**src/rtl/lut_seq.sv**
```systemverilog
// Register-based lookup table with indexed read and wrapping sequential walk.
// Define LUT_SEQ_PRELOAD_EN to have reset load entries 0..2 with 14, 20 and 127.
module lut_seq #(
  parameter int WIDTH = 8,
  parameter int DEPTH = 32,
  parameter int IDX_W = $clog2(DEPTH)
) (
  input  logic             CLK,
  input  logic             reset,
  input  logic             wr_en,
  input  logic [IDX_W-1:0] wr_idx,
  input  logic [WIDTH-1:0] wr_data,
  input  logic             rd_en,
  input  logic [IDX_W-1:0] rd_idx,
  input  logic             step,
  output logic [WIDTH-1:0] dm_o,
  output logic             valid_o,
  output logic [IDX_W-1:0] ptr_o,
  output logic             oob_o
);
  localparam logic [IDX_W-1:0] LAST = IDX_W'(DEPTH - 1);

  logic [WIDTH-1:0] r_mem [DEPTH];
  logic [WIDTH-1:0] r_dm;
  logic             r_valid;
  logic             r_oob;
  logic [IDX_W-1:0] r_ptr;

  logic [IDX_W-1:0] w_ptr_nxt;
  logic [IDX_W-1:0] w_tgt;
  logic             w_oob;
  logic             w_go;
  logic [WIDTH-1:0] w_rd;

  // rd_en outranks step; the target entry is muxed out with a same-cycle write bypass
  always_comb begin
    w_ptr_nxt = (r_ptr == LAST) ? '0 : r_ptr + 1'b1;
    w_oob     = rd_en && (int'(rd_idx) >= DEPTH);
    w_tgt     = rd_en ? rd_idx : w_ptr_nxt;
    w_go      = rd_en | step;
    w_rd      = '0;
    for (int i = 0; i < DEPTH; i++)
      if (w_tgt == IDX_W'(i)) w_rd = r_mem[i];
    if (wr_en && (wr_idx == w_tgt)) w_rd = wr_data;
  end

  always_ff @(posedge CLK) begin
    if (reset) begin
      r_dm    <= '0;
      r_valid <= 1'b0;
      r_oob   <= 1'b0;
      r_ptr   <= '0;
      for (int i = 0; i < DEPTH; i++) begin
        r_mem[i] <= '0;
`ifdef LUT_SEQ_PRELOAD_EN
        if (i == 0) r_mem[i] <= WIDTH'(14);
        if (i == 1) r_mem[i] <= WIDTH'(20);
        if (i == 2) r_mem[i] <= WIDTH'(127);
`endif
      end
    end else begin
      // out-of-range write indices match no entry and fall away
      for (int i = 0; i < DEPTH; i++)
        if (wr_en && (wr_idx == IDX_W'(i))) r_mem[i] <= wr_data;
      r_valid <= w_go;
      r_oob   <= w_oob;
      if (w_oob) begin
        r_dm <= '0;
      end else if (w_go) begin
        r_dm  <= w_rd;
        r_ptr <= w_tgt;
      end
    end
  end

  assign dm_o    = r_dm;
  assign valid_o = r_valid;
  assign ptr_o   = r_ptr;
  assign oob_o   = r_oob;
endmodule
```
**config.mk**
```make
export PLATFORM = sky130hd
export DESIGN_NAME = lut_seq
export DESIGN_NICKNAME = d
export VERILOG_FILES = /design/src/rtl/lut_seq.sv
export SDC_FILE = /design/constraint.sdc
export NUM_CORES = 1
export LEC_CHECK = 0
export ABC_AREA = 1
export CORE_MARGIN = 4
export CORE_UTILIZATION = 54
export CTS_CLUSTER_SIZE = 24
export DETAILED_ROUTE_END_ITERATION = 8
export PLACE_DENSITY = 0.72
export SETUP_SLACK_MARGIN = 0.02
export SYNTH_ARGS = -nofsm -noshare
export SYNTH_HDL_FRONTEND = slang
export SYNTH_SLANG_ARGS = --single-unit
```
**constraint.sdc**
```tcl
create_clock -name CLK -period 6.29 [get_ports CLK]
set_input_delay 1.258 -clock CLK [delete_from_list [all_inputs] [get_ports CLK]]
set_output_delay 1.258 -clock CLK [all_outputs]
set_load 0.005 [all_outputs]
```
# Word level (Yosys, flattened, before mapping)
# Memories as Yosys holds them, arrays and structs flattened.
# Cells that the tools add are included.
# totals
word_cells,302
ram_bits,256
out_inout_bits,15
inputBits,23
memories,1
ff_bits,14
# mem_list
name,depth,width,read_ports,rd_ports_with_merged_regs,write_ports,line,text
r_mem,32,8,32,0,32,23,logic [WIDTH-1:0] r_mem [DEPTH];
# op_classes
add_sub_neg,1
reduce_logical,35
muxes,165
eq_ne,64
bitwise,33
# op_table
op,n
$mux W8,65
$eq A5 B5 Y1 const B,33
$mux W1,98
$eq A5 B4 Y1 const B,16
$eq A5 B3 Y1 const B,8
$logic_and A1 B1 Y1,33
$or A1 B1 Y1,33
$eq A5 B2 Y1 const B,4
$eq A5 B1 Y1 const B,2
$logic_not A5 Y1,2
$mux W5,2
$add A5 B1 Y5 const B,1
$eq A5 B5 Y1,1

# Depth between registers and ports, before layout
# Gate-level depths: netlist of the first run.
# depth
depth_word,37
mapped_depth,31
mapped_depth_nobuf,31

# Least setup slack after synthesis of the first run
# OpenSTA, ideal clock, no wires.
# synth_timing
path_type,input-to-reg
start,input rd_en
end,register r_dm[0] (netlist: dm_o[0])
path_slack_ps,2908
required_ps,6178
n_path_buf,0
arrival_time_ps,3270
setup_time_ps,112
path_stages,25
cell_sequence,nor2_2 -> nand2_1 -> nand2_2 -> inv_2 -> nor2_2 -> nand2_2 -> nor2_4 -> inv_2 -> or2_0 -> nand2_1 -> nand4_1 -> nand2_1 -> nand4_1 -> nand2_1 -> nand4_1 -> nor2_1 -> nand4_1 -> nand2_1 -> nand4_1 -> nor2_1 -> nand4_1 -> nand2_1 -> nand3_1 -> nand2_1 -> nand2_1
# synth_via
elab_chain_cells,35
# synth_lines
element,line,text
from (decl),13,"input logic rd_en,"
$mux W5,39,w_tgt = rd_en ? rd_idx : w_ptr_nxt;
$logic_not A5 Y1,43,if (w_tgt == IDX_W'(i)) w_rd = r_mem[i];
$mux W8 (32 in series),43,
$mux W8,44,if (wr_en && (wr_idx == w_tgt)) w_rd = wr_data;
to (signal assigned),70,r_dm <= w_rd;
to (decl),24,logic [WIDTH-1:0] r_dm;
# Several ways; a longest one is shown, not always the timed one.
# A chain may end at the register's enable or synchronous reset.

# Final worst setup path of the first run
# layout_timing
start,input rd_en
end,register r_dm[5] (netlist: dm_o[5])
# Same word-level chain as after synthesis.

==> results of run 1 <==
[cells in the final DEF, fill, tap and decap left out, types with 2 or more instances in the layout]
cell type        netlist  layout
nand2_1              332     332
edfxtp_1             256     256
nor2_1               247     247
inv_1                112     112
nand4_1               60      60
a21oi_1               48      48
clkdlybuf4s50_1        0      36
clkbuf_16              0      28
nand3_1               27      27
o21ai_0               19      19
buf_4                  1      15
dfxtp_1               14      14
or2_2                 10      10
clkinv_2               0       8
inv_2                  6       6
nor2_2                 6       6
clkbuf_1              23       5
o22ai_1                4       4
clkinv_1               1       4
clkbuf_8               0       4
or2_0                  2       2
o21ai_2                2       2
nand2_2                2       2
nor2_4                 2       2
xor2_1                 2       2
ha_1                   2       2
clkinv_4               0       2
[how the worst max path moves through the flow]
stage	from	endpoint	slack (ns)	cells past startpoint
floorplan	rd_en	dm_o[0]	2.91	25
global placement	rd_en	dm_o[5]	1.15	23
detailed placement	rd_en	dm_o[5]	1.09	23
CTS	rd_en	dm_o[5]	1.66	23
global route	rd_en	dm_o[5]	1.27	23
finish	rd_en	dm_o[5]	1.63	23
[kinds of logic (layout without fill, tap and decap cells)]
kind of cell	count (synthesis)	count (layout)	synth area share [%]
and+or+nand+nor	691	691	24.11
DFF	270	270	67.34
buffers and inverters	148	223	4.779
AOI/OAI and AO/OA	76	76	3.384
adders and majority gates	2	2	0.2114
xor gates and xnor gates	2	2	0.1481
other	1	1	0.03169
[per-layer routing]
metal / track usage [%] / part of all wire (%) / vias up
li1: - / - / 4070
met1: 36.43 / 41 / 4166
met2: 39.93 / 46 / 441
met3: 3.856 / 8.5 / 89
met4: 8.962 / 3.8 / 0
met5: 0 / 0 / -
[layout make-up]
class	instances	area (sq um)	area share, %
Sequential cell	270	7968	59.32
Clock inverter	15	115.1	0.8570
Inverter	119	446.7	3.326
Multi-Input combinational cell	772	3299	24.56
Clock buffer	37	774.5	5.766
Timing Repair Buffer	52	484.2	3.605
Tap cell	275	344.1	2.562
[report_power, final]
part	internal, mW	switching, mW	total, mW	leakage [nW]
sequential	2.10	0.0449	2.15	2.57
clock	0.908	0.680	1.59	0.445
combinational	0.117	0.279	0.396	2.08
total	3.13	1.00	4.13	5.10
[worst max-delay path, stage by stage]
cell and delay (ns):
clkdlybuf4s50_1 0.63, inv_2 0.08, or2_1 0.22, o21ai_2 0.24
inv_2 0.29, nor2_1 0.62, nor2_1 0.10, nand2_1 0.12
nand3_1 0.12, nand2_1 0.09, nand4_1 0.12, nand2_1 0.10
nand4_1 0.13, nand2_1 0.11, nand4_1 0.09, nor2_1 0.10
nand4_1 0.10, nand2_1 0.08, nand4_1 0.08, nand2_1 0.14
nand4_1 0.13, nand2_1 0.10, nand2_1 0.05
[per-stage QoR]
step	worst slack (ns)	area (sq um)	cells	util [%]	hold WS, ns
after floorplan	2.908	11830	1190	-	0.4479
after global placement	1.152	12530	1487	58.87	0.4390
after detailed placement	1.089	12530	1487	58.87	0.4449
after CTS	1.658	13420	1539	63.05	0.4570
after global routing	1.273	13430	1540	63.10	0.4738
final	1.630	13430	1540	63.10	0.4532
[state kept, by name (all words and copies together) (netlist names)]
signal and flops:
dm_o 8, ptr_o 5, r_mem 256, valid_o 1
==> summary.md, run 1 <==
| Metric | Value |
|---|---|
| Register area share after synthesis | between 60% and 70% |
| CP Capture Type | flop |
| Critical Path Source Type | input pin |
| Die area | about 0.024 sq mm |
| Total design power | around 4.1 mW |
| Initial antenna violation count | 0 |
| Synthesis Warnings | 0 |
| Max-cap viol count | 0 |
| Hold Crit Class | flop to flop |
| Synth Area per Inst | around 10 sq um |
| Initial cell density of the core | between 50% and 60% |
| Synth top cells by count | 332 x nand2_1, 256 x edfxtp_1, 247 x nor2_1 |
| DRT Wirelength | approximately 31000 microns |
| Mapped cell area | 0.01183 sq mm |
| Peak Freq | about 0.21 GHz |
| EDFF count, synth | between 200 and 300 |
| Post-DRT Antenna Nets | 0 |
| Critical Path RT | approximately 6.7 ns |
| Clk_skew | slightly above 0.01 ns |
| Reg2reg end | dm_o[5] |
| Clock root buffer | clkbuf_16 |
| R2R depth | 24 |
| Drt initial violations | about 1000 |
| Gate Count Post-Synth | roughly 1200 |
| Reg2reg setup slack | about 2.0 ns |
| Top cell type's share of synthesized area | between 60% and 70% |
| Die width | ~160 microns |
| Tightest Pin Transition | around 1.2 ns |
| Worst slew margin | around 17% |
| Detail Placement HPWL | 21850 microns |
| Die height | between 150 and 200 microns |
| Clock Latency Late Sink | around 0.55 ns |
| Ant. Diodes | 0 |
| Hold bufs inserted after CTS | 0 |
| Synthesized Nets | ~1200 |
| Pleak | 5.097 nW |
| Power per cell area | between 300 and 400 mW/mm^2 |
| Arrival time worst endpoint | about 5.1 ns |
| Fillers | between 1500 and 2000 |
| Setup TNS | 0 ns |
| Number of synthesized register bits | 270 |
| Clk sinks | between 200 and 300 |
| Worst r2r src | ptr_o[0] |
| Core Footprint | between 0.02 and 0.025 sq mm |
| Ports | 38 |
| Part of the cycle the worst path needs | between 70% and 80% |
| Synth area leader | edfxtp_1 |
| Remaining Overflow, GRT | 0 |
| Final setup viols | 0 |
| Max FO, Critical Path | 15 |
| Count leader, synth | nand2_1 |
| H-tree depth | 1 |
| Std cell rows | 53 |
| Min-delay src | dm_o[2] |
| Layout cells sized above 1 | under 10% |
| # Post-CTS Setup Buffers | 0 |
| Async S/R FF share, synth | 0% |
| Top cells by area, synth | edfxtp_1 65%, nand2_1 11%, nor2_1 7.8% |
| Final hold vios | 0 |
| Global-route wire length before repair | 47480 microns |
| GP Congestion | between 0.9 and 1 |
| Area grow syn2layout | 13.51% |
| Max VDD drop | 0.0003077 V |
| Vias per cell | roughly 5.7 |
| Post-synthesis cell type count | 30 |
| Vias in the first global route | roughly 8500 |
| Pin count of the biggest net entering global routing | 36 |
| Total GRT Usage | between 20% and 30% |
| Vias | 8766 |
| Drt wl/cell | roughly 20 microns |
| Post-layout min period | 4.660 ns |
| CTS tree | built |
| First-pass DRT Iterations | 5 |
| Final max-slew violation count | 0 |
| DRC Markers | 0 |
| CTS-repair resized insts | 0 |
| RSZ-0062 raised after global routing | false |
| TritonCTS Buffers | 28 |
| Nets | roughly 1300 |
| Most used DFF post-synth | edfxtp_1 |
| Status | finished clean |
| IO Port Bufs | 36 |
| Reg clk slew, reported paths | about 0.060 ns |
| Hold Crit Depth | 2 |
| Min-Delay Endpoint | dm_o[2] |
| Crit Path Class | input pin to flop |
| Max clock buf depth | 3 |
No activity file was read; power rests on OpenSTA's default activity.
==> run 2: changes to the inputs <==
- PLACE_DENSITY: 0.72 -> 0.74
- clock period: 6.29 -> 4.2 ns (I/O delays scaled with it)
==> summary.md, run 2 (synthesis gave the netlist of run 1 again) <==
| Metric | Value |
|---|---|
| Critical Path RT | approximately 4.6 ns |
| Crit Path Class | input pin to flop |
| Tightest Pin Transition | about 1.3 ns |
| # Post-CTS Setup Buffers | 0 |
| Clk sinks | 270 |
| Met3 routed WL | between 2000 and 3000 microns |
| Power per cell area | 463.3 mW/mm^2 |
| DR top layer | met4 |
| Clk_skew | between 0.01 and 0.015 ns |
| Wire length on met1 | between 10000 and 15000 microns |
| Final hold vios | 0 |
| Die height | ~160 microns |
| CTS tree | built |
| H-tree depth | 1 |
| Drt wl/cell | around 20 microns |
| Worst slew margin | 13.79% |
| Reg clk slew, reported paths | about 0.060 ns |
| IO Port Bufs | 36 |
| Setup TNS | 0 ns |
| Ports | 38 |
| Layout Cells excl Fill | around 1600 |
| Clock root buffer | clkbuf_16 |
| Arrival time worst endpoint | around 4.2 ns |
| Post-layout min period | between 3 and 4 ns |
| Commonest non-fill, non-tap cell in the layout | nand2_1 |
| Max VDD drop | approximately 0.00042 V |
| First-pass DRT Iterations | 5 |
| Die width | 156.0 microns |
| Post-DRT Antenna Nets | 0 |
| Area grow syn2layout | 16.72% |
| CP Capture Type | flop |
| Clock Latency Late Sink | about 0.54 ns |
| Critical Path Source Type | input pin |
| Cell area after layout | about 0.014 sq mm |
| Max FO, Critical Path | 6 |
| Remaining Overflow, GRT | 0 |
| RSZ-0062 raised after global routing | false |
| Peak Freq | approximately 0.26 GHz |
| Pleak | roughly 5.3 nW |
| Final setup viols | 0 |
| Global-route wire length before repair | 49000 microns |
| Initial cell density of the core | between 50% and 60% |
| Status | finished clean |
| Initial antenna violation count | 0 |
| Pin count of the biggest net entering global routing | 36 |
| Placed Cells | between 1500 and 2000 |
| Biggest register | r_mem |
| Final max-slew violation count | 0 |
| Total design power | around 6.4 mW |
| Hold Crit Class | flop to flop |
| Fillers | around 1600 |
| Total GRT Usage | between 20% and 30% |
| Max clock buf depth | 3 |
| Commonest non-fill, non-tap cells in the layout | 332 x nand2_1, 256 x edfxtp_1, 246 x nor2_1, 112 x inv_1, 60 x nand4_1 |
| Std cell rows | 53 |
| Vias | between 9000 and 10000 |
| Die area | 0.02434 sq mm |
| Nets | roughly 1300 |
| DRC Markers | 0 |
| WHS | roughly 0.46 ns |
| Placed Area | 0.01286 sq mm |
| Vias per cell | about 5.7 |
| Layout cells sized above 1 | about a tenth |
| TritonCTS Buffers | 27 |
| Part of the cycle the worst path needs | about nine tenths |
| Detail Placement HPWL | about 22000 microns |
| CTS-repair resized insts | 0 |
| Ant. Diodes | 0 |
| Max-cap viol count | 0 |
| Met2 Routed Length | 15170 microns |
| DRT Wirelength | approximately 32000 microns |
| Core Footprint | approximately 0.021 sq mm |
| Max FFs per register | around 260 |
| Drt initial violations | between 1000 and 1500 |
| Vias in the first global route | between 8000 and 9000 |
| GP Congestion | ~0.96 |
| Hold bufs inserted after CTS | 0 |
-- run 2: cell count changes in the layout (fill, tap and decap cells not counted), moves of 2 or more --
cell	before	now
buf_12	0	2
buf_4	15	54
bufinv_16	1	5
clkbuf_1	5	8
clkinv_1	4	1
clkinv_2	8	5
clkinv_4	2	0
inv_6	0	2
-- run 2: report_power, final --
part           internal [mW]  switching, mW
clock                   1.55           1.00
combinational          0.202          0.433
sequential              3.15         0.0668
-- run 2: worst paths after layout --
| kind | from | endpoint | slack, ns | depth (start not counted) |
|---|---|---|---|---|
| worst min register to register | dm_o[4] | dm_o[4] | 0.46 | 2 |
| worst min-delay path | dm_o[4] | dm_o[4] | 0.46 | 2 |
| worst max-delay path | rd_en | dm_o[7] | 0.40 | 27 |
| worst max register to register | ptr_o[0] | dm_o[7] | 0.42 | 30 |
-- run 2: cell type report --
cell class | count | area (sq um) | share of cell area (%)
Clock inverter | 12 | 192.7 | 1.395
Tap cell | 275 | 344.1 | 2.491
Timing Repair Buffer | 92 | 805.8 | 5.834
Clock buffer | 38 | 747.0 | 5.409
Inverter | 119 | 446.7 | 3.234
Multi-Input combinational cell | 772 | 3307 | 23.94
Sequential cell | 270 | 7968 | 57.69
-- run 2: critical path, stage by stage --
cell and delay (ns):
clkdlybuf4s50_1 0.62, buf_4 0.17, nand2_1 0.05, nand2_2 0.14, inv_2 0.07, nor2_2 0.26
nand2_2 0.15, nor2_4 0.11, inv_2 0.04, o21ai_1 0.12, inv_1 0.05, nand2_1 0.06
nand4_1 0.13, nand2_1 0.11, nand4_1 0.12, nand2_1 0.12, nand3_1 0.08, nand2_1 0.08
nand4_1 0.10, nor2_1 0.14, nand4_1 0.10, nand2_1 0.08, nand4_1 0.10, nand2_1 0.10
nand4_1 0.13, nand2_1 0.09, nand2_1 0.05
-- run 2: per-layer routing --
layer	global-route usage, %	vias to the layer above
li1	-	4146
met1	37.12	4304
met2	42.27	482
met3	2.968	86
met4	9.504	0
met5	0	-
-- run 2: stage by stage --
step | utilization, % | setup WS [ns]
after floorplan | - | 1.214
after global placement | 60.43 | -0.1417
after detailed placement | 60.43 | -0.1429
after CTS | 64.84 | 0.3878
after global routing | 64.88 | 0.04069
final | 64.88 | 0.3995
